File: src/rtl/thiele_cpu.sv
// rtl/thiele_cpu.sv - partition-accounting CPU: fetch/execute FSM with memory, logic and python handshakes.
module thiele_cpu (
  input  logic        clk,
  input  logic        rst_n,
  input  logic [31:0] instr_data,
  output logic [31:0] pc,
  output logic [31:0] mem_addr,
  output logic [31:0] mem_wdata,
  input  logic [31:0] mem_rdata,
  output logic        mem_we,
  output logic        mem_en,
  output logic        logic_req,
  output logic [31:0] logic_addr,
  input  logic        logic_ack,
  input  logic [31:0] logic_data,
  output logic        py_req,
  output logic [31:0] py_code_addr,
  input  logic        py_ack,
  input  logic [31:0] py_result,
  output logic [31:0] cert_addr,
  output logic [31:0] status,
  output logic [31:0] error_code,
  output logic [31:0] partition_ops,
  output logic [31:0] mdl_ops,
  output logic [31:0] info_gain
);

  typedef enum logic [2:0] {
    S_FETCH      = 3'd0,
    S_EXECUTE    = 3'd1,
    S_MEM_WAIT   = 3'd2,
    S_LOGIC_WAIT = 3'd3,
    S_PY_WAIT    = 3'd4,
    S_HALTED     = 3'd5,
    S_ERROR      = 3'd6
  } state_t;

  localparam logic [7:0] OP_PNEW    = 8'h00;
  localparam logic [7:0] OP_PSPLIT  = 8'h01;
  localparam logic [7:0] OP_PMERGE  = 8'h02;
  localparam logic [7:0] OP_LASSERT = 8'h03;
  localparam logic [7:0] OP_MDLACC  = 8'h05;
  localparam logic [7:0] OP_XFER    = 8'h07;
  localparam logic [7:0] OP_PYEXEC  = 8'h08;
  localparam logic [7:0] OP_HALT    = 8'hFF;

  state_t      state;
  state_t      w_next_state;
  logic [31:0] mu_accumulator;
  logic [31:0] r_instr;
  logic [31:0] r_pc;
  logic [31:0] r_cert;
  logic [31:0] r_err;
  logic [31:0] r_pops;
  logic [31:0] r_mdl;
  logic [31:0] r_info;
  logic [3:0]  r_num_modules;

  logic [7:0]  w_op, w_a, w_b, w_cost;
  logic [7:0]  w_nm8;
  logic        w_retire, w_err, w_pops_inc, w_mdl_inc, w_cert_load;
  logic [7:0]  w_err_code;
  logic [3:0]  w_nm_next;
  logic [31:0] w_cert_val;

  assign w_op   = r_instr[31:24];
  assign w_a    = r_instr[23:16];
  assign w_b    = r_instr[15:8];
  assign w_cost = r_instr[7:0];
  assign w_nm8  = {4'b0, r_num_modules};

  assign pc            = r_pc;
  assign cert_addr     = r_cert;
  assign error_code    = r_err;
  assign partition_ops = r_pops;
  assign mdl_ops       = r_mdl;
  assign info_gain     = r_info;
  assign status        = {16'b0, 4'b0, r_num_modules, 5'b0, state};
  assign logic_req     = (state == S_LOGIC_WAIT);
  assign py_req        = (state == S_PY_WAIT);
  assign logic_addr    = {16'b0, w_a, w_b};
  assign py_code_addr  = {16'b0, w_a, w_b};

  always_comb begin
    w_next_state = state;
    w_retire     = 1'b0;
    w_err        = 1'b0;
    w_err_code   = 8'h00;
    w_nm_next    = r_num_modules;
    w_pops_inc   = 1'b0;
    w_mdl_inc    = 1'b0;
    w_cert_load  = 1'b0;
    w_cert_val   = 32'h0;
    mem_en       = 1'b0;
    mem_we       = 1'b0;
    mem_addr     = 32'h0;
    mem_wdata    = 32'h0;
    case (state)
      S_FETCH: w_next_state = S_EXECUTE;
      S_EXECUTE: begin
        case (w_op)
          OP_PNEW: begin
            if (r_num_modules == 4'd8) begin
              w_err = 1'b1; w_err_code = 8'h01;
            end else begin
              w_nm_next = r_num_modules + 4'd1; w_pops_inc = 1'b1; w_retire = 1'b1;
            end
          end
          OP_PSPLIT: begin
            if (w_a >= w_nm8) begin
              w_err = 1'b1; w_err_code = 8'h02;
            end else if (r_num_modules == 4'd8) begin
              w_err = 1'b1; w_err_code = 8'h01;
            end else begin
              w_nm_next = r_num_modules + 4'd1; w_pops_inc = 1'b1; w_retire = 1'b1;
            end
          end
          OP_PMERGE: begin
            if (w_a >= w_nm8 || w_b >= w_nm8 || w_a == w_b) begin
              w_err = 1'b1; w_err_code = 8'h03;
            end else begin
              w_nm_next = r_num_modules - 4'd1; w_pops_inc = 1'b1; w_retire = 1'b1;
            end
          end
          OP_MDLACC: begin
            w_mdl_inc = 1'b1; w_retire = 1'b1;
          end
          OP_LASSERT: w_next_state = S_LOGIC_WAIT;
          OP_PYEXEC:  w_next_state = S_PY_WAIT;
          OP_XFER: begin
            mem_en = 1'b1;
            mem_addr = {22'b0, w_a, 2'b00};
            w_next_state = S_MEM_WAIT;
          end
          OP_HALT: w_retire = 1'b1;
          default: begin
            w_err = 1'b1; w_err_code = 8'hFF;
          end
        endcase
        if (w_err)
          w_next_state = S_ERROR;
        else if (w_retire)
          w_next_state = (w_op == OP_HALT) ? S_HALTED : S_FETCH;
      end
      // Read data arrives this cycle and is written straight back out.
      S_MEM_WAIT: begin
        mem_en = 1'b1;
        mem_we = 1'b1;
        mem_addr = {22'b0, w_b, 2'b00};
        mem_wdata = mem_rdata;
        w_retire = 1'b1;
        w_next_state = S_FETCH;
      end
      S_LOGIC_WAIT: begin
        if (logic_ack) begin
          w_cert_load = 1'b1; w_cert_val = logic_data; w_retire = 1'b1;
          w_next_state = S_FETCH;
        end
      end
      S_PY_WAIT: begin
        if (py_ack) begin
          w_cert_load = 1'b1; w_cert_val = py_result; w_retire = 1'b1;
          w_next_state = S_FETCH;
        end
      end
      S_HALTED: w_next_state = S_HALTED;
      default:  w_next_state = S_ERROR;
    endcase
  end

  always_ff @(posedge clk or posedge rst_n) begin
    if (rst_n) begin
      state          <= S_FETCH;
      mu_accumulator <= 32'h0;
      r_instr        <= 32'h0;
      r_pc           <= 32'h0;
      r_cert         <= 32'h0;
      r_err          <= 32'h0;
      r_pops         <= 32'h0;
      r_mdl          <= 32'h0;
      r_info         <= 32'h0;
      r_num_modules  <= 4'd0;
    end else begin
      state <= w_next_state;
      if (state == S_FETCH)
        r_instr <= instr_data;
      if (w_err)
        r_err <= {24'b0, w_err_code};
      if (w_retire) begin
        r_pc           <= r_pc + 32'd4;
        mu_accumulator <= mu_accumulator + {24'b0, w_cost};
        r_num_modules  <= w_nm_next;
        r_pops         <= r_pops + {31'b0, w_pops_inc};
        r_mdl          <= r_mdl + {31'b0, w_mdl_inc};
        if (w_mdl_inc)
          r_info <= r_info + {24'b0, w_b};
        if (w_cert_load)
          r_cert <= w_cert_val;
      end
    end
  end

endmodule

File: config.mk
export PLATFORM = sky130hd
export DESIGN_NAME = thiele_cpu
export DESIGN_NICKNAME = d
export VERILOG_FILES = /design/src/rtl/thiele_cpu.sv
export SDC_FILE = /design/constraint.sdc
export NUM_CORES = 1
export LEC_CHECK = 0
export BUFFER_PORTS_ARGS = -buffer_cell sky130_fd_sc_hd__buf_2
export CORE_AREA = 2 2 188 190
export DETAILED_ROUTE_END_ITERATION = 10
export DIE_AREA = 0 0 190 192
export GPL_TIMING_DRIVEN = 0
export PLACE_DENSITY = 0.66
export SLEW_MARGIN = 15
export SYNTH_ARGS = -nofsm -noshare
export SYNTH_HDL_FRONTEND = slang
export SYNTH_SLANG_ARGS = --single-unit
File: constraint.sdc
create_clock -name clk -period 11.5 [get_ports clk]
set_clock_uncertainty 0.1 [all_clocks]
set_input_delay 2.3 -clock clk [delete_from_list [all_inputs] [get_ports clk]]
set_output_delay 2.3 -clock clk [all_outputs]
set_load 0.01 [all_outputs]
# --- Word level (Yosys, flattened, before mapping) ---
# Cells that the tools add are included.
classes:
  n_lt_le_gt_ge: 2
  n_eq_ne: 19
  n_addsub: 6
  n_reduce_logical: 11
  muxes: 44
ops:
  columns: ["cell", "n"]
  rows:
  - ["two-way mux 32 bit", 3]
  - ["adder 32 x 1 -> 32 bit", 2]
  - ["case mux 32 bit (2 select lines)", 1]
  - ["adder 32 x 3 -> 32 bit (second input constant)", 1]
  - ["adder 32 x 8 -> 32 bit", 1]
  - ["case mux 8 bit (4 select lines)", 1]
  - ["case mux 10 bit (2 select lines)", 1]
  - ["case mux 3 bit (6 select lines)", 1]
  - ["two-way mux 1 bit", 17]
  - ["equality test 8 x 2 -> 1 bit (second input constant)", 2]
  - ["equality test 8 x 3 -> 1 bit (second input constant)", 2]
  - ["greater-or-equal comparator 8 x 4 -> 1 bit", 2]
  - ["two-way mux 8 bit", 2]
  - ["two-way mux 3 bit", 5]
  - ["two-way mux 4 bit", 3]
  - ["case mux 1 bit (4 select lines)", 3]
  - ["case mux 4 bit (3 select lines)", 1]
  - ["two-way mux 10 bit", 1]
  - ["case mux 3 bit (3 select lines)", 1]
  - ["equality test 8 x 1 -> 1 bit (second input constant)", 1]
  - ["equality test 8 x 4 -> 1 bit (second input constant)", 1]
  - ["equality test 8 bit", 1]
  - ["equality test 8 bit (second input constant)", 1]
  - ["zero test 8 bit", 1]
  - ["other kinds (20)", 27]
word_totals:
  reg_bits: 207
  in_bits: 132
  elab_cells: 91

# --- Longest topological paths before layout ---
# Gate-level depths: netlist of run 1.
depth:
  word_depth: 9
  depth_mapped: 14
  ltp_nobuf: 14

# --- Worst setup path before layout of run 1 ---
# OpenSTA, ideal clock, no wires.
synth_path:
  path_type: "in2out"
  from: "in mem_rdata[0]"
  to: "out mem_wdata[0]"
  setup_slack_ns: 6.654
  stages: 1
  path_buffers: 0
  arrival_time_ns: 2.446
  cell_sequence: "and2_1"
synth_between:
  elab_chain_len: 1
synth_rtl:
  columns: ["element", "line", "text"]
  rows:
  - ["start: declaration", "9", "input logic [31:0] mem_rdata,"]
  - ["two-way mux 32 bit", "98", "case (state)"]
  - ["end: declaration", "8", "output logic [31:0] mem_wdata,"]
# Every way passes these cells.

# --- Final worst setup path of run 1 ---
layout_path:
  from: "in mem_rdata[9]"
  to: "out mem_wdata[9]"
# Same word-level chain as after synthesis.

==> metrics, run 1 <==
port bufs=372; Die Span Y=192 um; Clk pin slew, worst setup/hold paths=0.07 ns; final worst-path cycle share=0.443; Hold Crit Class=register to register; DRC errors left=0; 1st-iter DRT viols=just over 500; Setup Viol. Count Final=0; first-pass GRT wire length=49.4 mm; cells after synthesis=1105; Longest Clk Path Bufs=2; outcome=completed; CTS tree=built; final cell count without fillers=about 2100; Worst setup SP type=primary input; Post-Place Worst Slack=6.41 ns; hold_buf cts=0; fin. max-slew vios=0; WP data arrival=2.70 ns; number of buffers created by CTS=17; Hold Path Origin=pc[31]$_DFFE_PP0P_; PostCTS Resize Cnt=0; reg2reg end=partition_ops[26]$_DFFE_PP0P_; r2r worst-path depth=14; DRT antenna net count=0; CP required=9.10 ns; maximum net fanout on the critical path=1; initial antenna violation count=5; gr ovfl total=0; Layout Area Growth over Synthesis=32.5%; Slew Limit Headroom=0.275; Starting Density=0.315; row count=68; Crit Path Class=primary input to primary output; worst setup margin=6.40 ns; Via-to-Cell Ratio=4.53; total negative slack=0 ns; Final Routed Wirelength=around 32 mm; routed vias=9402; Peak VDD IR=0.000100 V; post-CTS setup buffers=0; CP Capture Type=primary output; share of cells above drive strength 1=0.374; clock root buffer master=clkbuf_16; largest net degree at the start of global routing=105; design area=14300 sq um; warnings from Yosys=0; area of the multi-input gates=around 5000 sq um; pwr/cell area=98.4 nW/um^2; RSZ-0062 raised after global routing=false; Worst-Skew Late Latency=0.45 ns; core footprint=34300 sq um; synth unique cells=56; crit path time final=5.10 ns; gp weighted congestion=0.818; Final nets=1762; # IOs=488; die width=190 um; Post-DP HPWL=around 25 mm; routed length per instance=15.5 um; 1st-pass router iterations=5; sequential element share of the synthesized area=0.445; Post-Syn Area=10800 sq um; placed cell count=2041; vias in the first global route=8838; number of flops mapped to enable cells by yosys=0; clk sinks=192; f_max=196 MHz; Max H-tree Level=4; FF/Latch Area=4800 sq um; Worst-Margin Slew=about 1.1 ns; RR Startpoint=r_instr[8]$_DFFE_PP0P_; Fillers=3370; Die Footprint=~36000 sq um; Yosys reg bits=roughly 190; crit path from=mem_rdata[9]; leakage power=7.98 nW; Min-Delay Endpoint=pc[31]$_DFFE_PP0P_; overall power=0.00141 W; R2R setup slack=between 7 and 8 ns; Post-synth ARST share=1.00; GR Util All Layers=0.174; ys flop type=dfrtp_1; Hold Fails Final Rpt=0; hold depth=1; Synth Area per Inst=9.76 sq um; placed inst area=about 14000 sq um; # Max-Cap Violations=0
[report_power, final]
part           internal, W  switching [W]  total [W]
clock             0.000314       0.000287   0.000601
combinational    0.0000530      0.0000572   0.000110
sequential        0.000686     0.00000933   0.000696
[logic make-up after synthesis]
group                    share of synthesized area
buffers and inverters                        0.129
AND/OR/NAND/NOR                              0.205
XOR/XNOR                                     0.106
other                                     0.000348
adder cells (fa/ha/maj)                     0.0304
AO/OA/AOI/OAI                               0.0618
flip-flops                                   0.445
multiplexers                                0.0228
[metal layers]
layer  vias up  global-route usage  part of all wire
met5         -                   0            0.0011
met4         6              0.0397             0.013
met3        33              0.0548             0.081
met2       330               0.286              0.48
met1      4482               0.222              0.43
li1       4551                   -                 -
[sequential cells by signal, indices dropped and copies added, names as in the netlist]
signal	flops
cert_addr	32
info_gain	32
mdl_ops	32
partition_ops	32
pc	30
r_instr	24
r_num_modules	4
error_code	3
state	3
[Yosys cell counts, drive strengths merged (2+ instances only)]
cell type,number,share of area
nand4,47,0.027
nand3,44,0.020
nor2,36,0.013
nand3b,3,0.0021
inv,30,0.010
a211oi,2,0.0014
a21o,7,0.0049
nor3,27,0.013
o21a,4,0.0028
nor2b,2,0.0012
a22oi,33,0.023
dfrtp,192,0.45
clkbuf,24,0.0085
o21ai,16,0.0074
or2,4,0.0023
and4,13,0.011
or4,4,0.0031
xnor2,81,0.066
and3,27,0.016
a22o,9,0.0073
o31ai,2,0.0019
xor2,49,0.040
nand2b,4,0.0023
fa,2,0.0037
a31oi,4,0.0023
nor3b,5,0.0044
nor4,22,0.014
ha,23,0.027
a21oi,12,0.0056
nand2,144,0.050
and2,39,0.023
buf,161,0.11
mux2,21,0.022
[worst max-delay path, cell delays in order]
cell	delay [ns]
buf_2	0.13
and2_1	0.14
buf_2	0.13
[worst max-delay path by stage]
stage	end	slack (ns)	cells after the start
2_1_floorplan	cert_addr[0]$_DFFE_PP0P_	3.87	1
3_3_place_gp	mdl_ops[31]$_DFFE_PP0P_	1.41	2
3_5_place_dp	mem_wdata[8]	6.41	3
4_1_cts	mem_wdata[8]	6.41	3
5_1_grt	mem_en	6.32	5
6_report	mem_wdata[9]	6.40	3
[through the flow]
step | util | hold WS, ns
6_report | 0.417 | 0.369
4_1_cts | 0.417 | 0.367
2_1_floorplan | - | 0.404
3_5_place_dp | 0.400 | 0.357
5_1_grt | 0.417 | 0.396
3_3_place_gp | 0.397 | 0.351
[final cells by class]
type                    count  share of cell area
multi-input cells         804               0.351
plain buffers             185              0.0896
repair buffers            375               0.135
flip-flops and latches    192               0.336
clock inverters            13             0.00875
clock buffers              19              0.0317
diodes                      3            0.000525
well taps                 455              0.0398
inverters                  30             0.00840
[cell usage in the layout (no fill, tap or decap), types with 5 or more instances in the layout]
cell,netlist,routed
nand3_1,44,44
dfrtp_1,192,192
a21o_1,7,7
nand4_1,47,47
inv_1,30,29
and2_1,38,38
mux2_2,21,21
nand2_1,144,144
a22oi_1,33,33
a22o_1,9,9
nor2_1,36,36
and3_1,27,27
nor3_1,26,25
ha_1,23,23
inv_6,0,5
xnor2_1,81,81
a21oi_1,12,12
and4_1,13,13
clkbuf_1,23,23
buf_2,9,381
xor2_1,49,49
clkbuf_16,0,17
buf_4,147,148
nor4_1,21,19
o21ai_0,16,16
conb_1,1,107
Power figures use the tool's default switching activity.
==> run 2, diff against run 1 <==
==> constraint.sdc (replaced) <==
create_clock -name clk -period 4.95 [get_ports clk]
set_clock_uncertainty 0.1 [all_clocks]
set_input_delay 0.99 -clock clk [delete_from_list [all_inputs] [get_ports clk]]
set_output_delay 0.99 -clock clk [all_outputs]
set_load 0.01 [all_outputs]
==> metrics, run 2 (same netlist as run 1, synthesis figures left out) <==
RR Startpoint=r_instr[8]$_DFFE_PP0P_; gp weighted congestion=0.800; routed vias=9320; Via-to-Cell Ratio=4.48; Fillers=3425; design area=14300 sq um; Crit Path Class=register to register; Die Footprint=~36000 sq um; Peak VDD IR=between 0.0002 and 0.00025 V; Hold Crit Class=register to register; Starting Density=0.315; maximum net fanout on the critical path=10; 1st-iter DRT viols=575; Setup Viol. Count Final=0; Worst-Margin Slew=~1.1 ns; outcome=completed; area of the multi-input gates=5010 sq um; gr ovfl total=0; GR Util All Layers=0.172; DRC errors left=0; first-pass GRT wire length=between 40 and 50 mm; Worst setup SP type=register; WP data arrival=between 4 and 5 ns; largest net degree at the start of global routing=37; core footprint=34300 sq um; Clk pin slew, worst setup/hold paths=0.07 ns; final worst-path cycle share=0.792; DRT antenna net count=0; Post-DP HPWL=25.2 mm; RSZ-0062 raised after global routing=false; number of buffers created by CTS=17; Longest Clk Path Bufs=2; Final nets=about 1800; total negative slack=0 ns; most common cell after layout, fill and taps aside=buf_2; hold_buf cts=0; f_max=255 MHz; PostCTS Resize Cnt=0; pwr/cell area=228 nW/um^2; leakage power=8.00 nW; clk sinks=192; commonest cells after routing, fill and taps aside=buf_2 (382), dfrtp_1 (192), buf_4 (148); # IOs=488; Worst-Skew Late Latency=0.45 ns; 1st-pass router iterations=5; FF/Latch Area=4800 sq um; die width=190 um; Slew Limit Headroom=0.258; CTS tree=built; share of cells above drive strength 1=0.375; row count=68; CP required=5.21 ns; post-CTS setup buffers=0; # Max-Cap Violations=0; crit path time final=3.92 ns; routed length per instance=~15 um; port bufs=372; fin. max-slew vios=0; CP Capture Type=register; Hold Fails Final Rpt=0; placed inst area=between 10000 and 15000 sq um; initial antenna violation count=6; Final Routed Wirelength=32.0 mm; Hold Path Origin=cert_addr[7]$_DFFE_PP0P_; Layout Area Growth over Synthesis=32.9%; clock root buffer master=clkbuf_16; crit path from=r_instr[8]$_DFFE_PP0P_; Max H-tree Level=4; Die Span Y=192 um; Util after Layout=0.418; vias in the first global route=8820
run 2: report_power, final:
part	total, W	internal [W]	switching (W)
clock	0.00139	0.000732	0.000655
combinational	0.000260	0.000126	0.000134
sequential	0.00162	0.00159	0.0000216
total	0.00326	0.00245	0.000811
run 2: final timing paths:
check,endpoint,slack [ns],cells past startpoint
min,cert_addr[7]$_DFFE_PP0P_,0.37,2
min reg2reg,cert_addr[7]$_DFFE_PP0P_,0.37,2
max,partition_ops[31]$_DFFE_PP0P_,1.03,13
max reg2reg,partition_ops[31]$_DFFE_PP0P_,1.03,13
min in group asynchronous,r_instr[17]$_DFFE_PP0P_,0.52,2
max in group asynchronous,cert_addr[1]$_DFFE_PP0P_,3.10,5
run 2: layer usage:
metal	GRT usage	vias to the layer above	routed length (um)
met5	0	-	52
met4	0.0438	8	395
met3	0.0460	31	2220
met2	0.280	286	15300
met1	0.225	4440	14100
li1	-	4555	-
run 2: critical path: stages, from the launching register on:
cell and delay [ns]:
dfrtp_1 0.56, inv_1 0.11, ha_1 0.30, nand2b_1 0.14, a211o_1 0.31, a21oi_1 0.16, a31oi_1 0.16, nor4_1 0.58
ha_1 0.32, and3_1 0.20, clkbuf_1 0.39, nand3_1 0.12, nor3_1 0.23, xor2_1 0.17
run 2: cell type report:
type | instances | area share
multi-input cells | 804 | 0.349
flip-flops and latches | 192 | 0.335
repair buffers | 379 | 0.138
plain buffers | 185 | 0.0893
well taps | 455 | 0.0397
clock buffers | 19 | 0.0316
clock inverters | 13 | 0.00881
inverters | 30 | 0.00811
diodes | 3 | 0.000523
run 2: stage by stage:
stage | total power, W | hold slack (ns) | cells | setup WS [ns]
2_1_floorplan | 0.00180 | 0.404 | 1211 | 1.38
3_3_place_gp | 0.00189 | 0.352 | 2038 | 0.0582
3_5_place_dp | 0.00191 | 0.355 | 2045 | 0.959
4_1_cts | 0.00331 | 0.369 | 2077 | 0.919
5_1_grt | 0.00341 | 0.387 | 2077 | 0.557
6_report | 0.00326 | 0.369 | 2080 | 1.03
==> run 3, diff against run 2 <==
--- a/config.mk
+++ b/config.mk
@@ -5,12 +5,13 @@
 export SDC_FILE = /design/constraint.sdc
 export NUM_CORES = 1
 export LEC_CHECK = 0
+export ABC_AREA = 1
 export BUFFER_PORTS_ARGS = -buffer_cell sky130_fd_sc_hd__buf_2
 export CORE_AREA = 2 2 188 190
 export DETAILED_ROUTE_END_ITERATION = 10
 export DIE_AREA = 0 0 190 192
 export GPL_TIMING_DRIVEN = 0
-export PLACE_DENSITY = 0.66
+export PLACE_DENSITY = 0.73
 export SLEW_MARGIN = 15
 export SYNTH_ARGS = -nofsm -noshare
 export SYNTH_HDL_FRONTEND = slang
==> constraint.sdc (replaced) <==
create_clock -name clk -period 3.9 [get_ports clk]
set_clock_uncertainty 0.1 [all_clocks]
set_input_delay 0.78 -clock clk [delete_from_list [all_inputs] [get_ports clk]]
set_output_delay 0.78 -clock clk [all_outputs]
set_load 0.01 [all_outputs]
==> metrics, run 3 <==
outcome=completed; Post-Syn Area=12800 sq um; commonest cells in the netlist=nand2_1 (479), nand3_1 (241), dfrtp_1 (192); DRT antenna net count=0; Slew Limit Headroom=0.493; Setup Viol. Count Final=0; crit path time final=3.64 ns; most common cell after layout, fill and taps aside=nand2_1; Hold Fails Final Rpt=0; warnings from Yosys=0; CP Buf/Inv Count=1; RR Startpoint=r_instr[19]$_DFFE_PP0P_; Synth top area share=0.375; cells after synthesis=approximately 1800; Post-DP HPWL=approximately 34 mm; Hold Crit Class=primary input to async pin; gp weighted congestion=0.931; Synth area leaders=dfrtp_1 (37%), nand2_1 (14%), nand3_1 (9.4%); 1st-pass router iterations=5; synth unique cells=35; Clk pwr share=0.438; cell family contributing the most delay on the critical path=simple AND/OR/NAND/NOR gates; Max H-tree Level=4; Starting Density=0.374; Inserted Diodes=0; Int Pwr=0.00317 W; fin. max-slew vios=0; f_max=275 MHz; Layout Area Growth over Synthesis=28.4%; Clk pin slew, worst setup/hold paths=around 0.070 ns; hold_buf cts=0; ys flop type=dfrtp_1; Synth Area per Inst=a little over 7 sq um; max incr delay on CP=0.47 ns; clk sinks=192; Die Footprint=36500 sq um; leakage power=9.29 nW; switch share=0.257; pwr/cell area=between 200 and 300 nW/um^2; Worst-Skew Late Latency=0.45 ns; 1st-iter DRT viols=673; number of buffers created by CTS=17; number of flops mapped to enable cells by yosys=0; Yosys reg bits=between 150 and 200; Longest Clk Path Bufs=2; Post-synth ARST share=1.00; routed length per instance=15.3 um; CP required=4.15 ns; Hold WS=0.343 ns; CTS tree=built; maximum net fanout on the critical path=15; crit path from=r_instr[19]$_DFFE_PP0P_; vias in the first global route=about 12000; WP data arrival=3.89 ns; Yosys top cell by area=dfrtp_1; crit path cell chain=ha_1, nand2_1, nand3_1, nor2_2, nand2_1, nand2_1, nand3_2, nand3_4, nand2_8, a21oi_2, ha_4, ha_2, nand2_1, nor2_2, inv_1, nor3_4, nand4_1, xnor2_1, nand2_1, nand2_1; die width=190 um; clock root buffer master=clkbuf_16; # IOs=488; slowest CP cell=dfrtp_1; switching pwr=approximately 0.0011 W; DRC errors left=0; Worst-Margin Slew=0.758 ns; final worst-path cycle share=0.934; routed vias=13000; most common cell in the netlist=nand2_1; Peak VDD IR=0.000295 V; final cell count without fillers=2733; core footprint=between 30000 and 40000 sq um; Crit Path Class=register to register; Worst setup SP type=register; placed cell count=~2700; Die Span Y=roughly 190 um; share of cells above drive strength 1=0.266; Final Routed Wirelength=41.9 mm; Sequential Power Share=0.474; commonest cells after routing, fill and taps aside=nand2_1 (478), buf_2 (381), nand3_1 (239); sequential element share of the synthesized area=0.375; gr ovfl total=0; row count=68; # Max-Cap Violations=0; initial antenna violation count=0; most used cell, CP=nand2_1; CP Capture Type=register; Gate power share=0.088; GR Util All Layers=0.224; Via-to-Cell Ratio=approximately 4.8; first-pass GRT wire length=64.8 mm; Final nets=2422; port bufs=370; largest net degree at the start of global routing=38
-- run 3: cell types whose count changed after synthesis, sizes merged, moves of 17 or more --
cell and change:
nand2 +338, nand3 +200, nor2 +138, inv +118, and2 -39, a22oi -33, xnor2 -31, and3 -26
a21oi +22, xor2 +22, mux2 -19, nor3 +17
-- run 3: per-layer routing --
layer	wire length, um	share of wire	track usage	up-vias
met5	0	0	0	-
met2	21300	0.51	0.397	460
met1	17100	0.41	0.274	6108
met3	2160	0.052	0.0391	66
met4	1290	0.031	0.0811	0
li1	-	-	-	6399
-- run 3: path summary, 6_finish.rpt --
kind | end | slack [ns] | cells after the start
max | partition_ops[24]$_DFFE_PP0P_ | 0.26 | 20
min | cert_addr[22]$_DFFE_PP0P_ | 0.34 | 2
max reg2reg | partition_ops[24]$_DFFE_PP0P_ | 0.26 | 20
min reg2reg | cert_addr[16]$_DFFE_PP0P_ | 0.38 | 2
max in group asynchronous | info_gain[22]$_DFFE_PP0P_ | 2.23 | 5
min in group clk | cert_addr[16]$_DFFE_PP0P_ | 0.38 | 2
-- run 3: per-stage QoR --
stage	total power (W)	instance area (sq um)	setup slack [ns]	util	setup TNS, ns
finish	0.00427	16500	0.259	0.480	0
global route	0.00444	16500	-0.00119	0.480	-0.00119
CTS	0.00430	16400	0.0303	0.478	0
detailed placement	0.00243	15700	-0.632	0.459	-2.98
global placement	0.00242	15600	-0.768	0.456	-144.62
floorplan	0.00231	13200	0.459	-	0
-- run 3: final cells by class --
cell class	count	area, sq um
Clock inverter	14	173
Multi-Input combinational cell	1323	6570
Clock buffer	18	439
Fill cell	3482	17800
Tap cell	455	569
Timing Repair Buffer	376	1960
Buffer	206	1380
Sequential cell	192	4810
Inverter	149	563
-- run 3: cells by family (layout without fill, tap and decap cells) --
family,Yosys count,in the layout,share of synthesized area
AO/OA/AOI/OAI,68,68,0.0281
XOR/XNOR,121,121,0.0827
adder cells (fa/ha/maj),25,25,0.0256
buffers and inverters,356,763,0.152
flip-flops,192,192,0.375
multiplexers,2,2,0.00176
other,1,107,0.000292
AND/OR/NAND/NOR,1000,1000,0.335
-- run 3: what timing repair did --
item / in CTS / in global routing
setup endpoints to repair: 12 / 17
pin swaps: 0 / 3
cloned: 0 / 0
buffers inserted: 0 / 1
gates resized for setup: 9 / 17
-- run 3: power by group through the flow --
| stage | clock (W) | sequential, W | combinational, W |
|---|---|---|---|
| floorplan | 0 | 0.00205 | 0.000252 |
| global route | 0.00199 | 0.00202 | 0.000420 |
| finish | 0.00187 | 0.00202 | 0.000376 |
| detailed placement | 0 | 0.00206 | 0.000372 |
| CTS | 0.00191 | 0.00202 | 0.000373 |
| global placement | 0 | 0.00206 | 0.000355 |
-- run 3: worst register-to-register path: cells and delay by family, from the launching register on --
family	cells	cell delay (ns)
buffers and inverters	1	0.11
DFF	1	0.47
AOI/OAI and AO/OA	1	0.22
xor gates and xnor gates	1	0.16
and+or+nand+nor	14	1.67
adders and majority gates	3	0.78
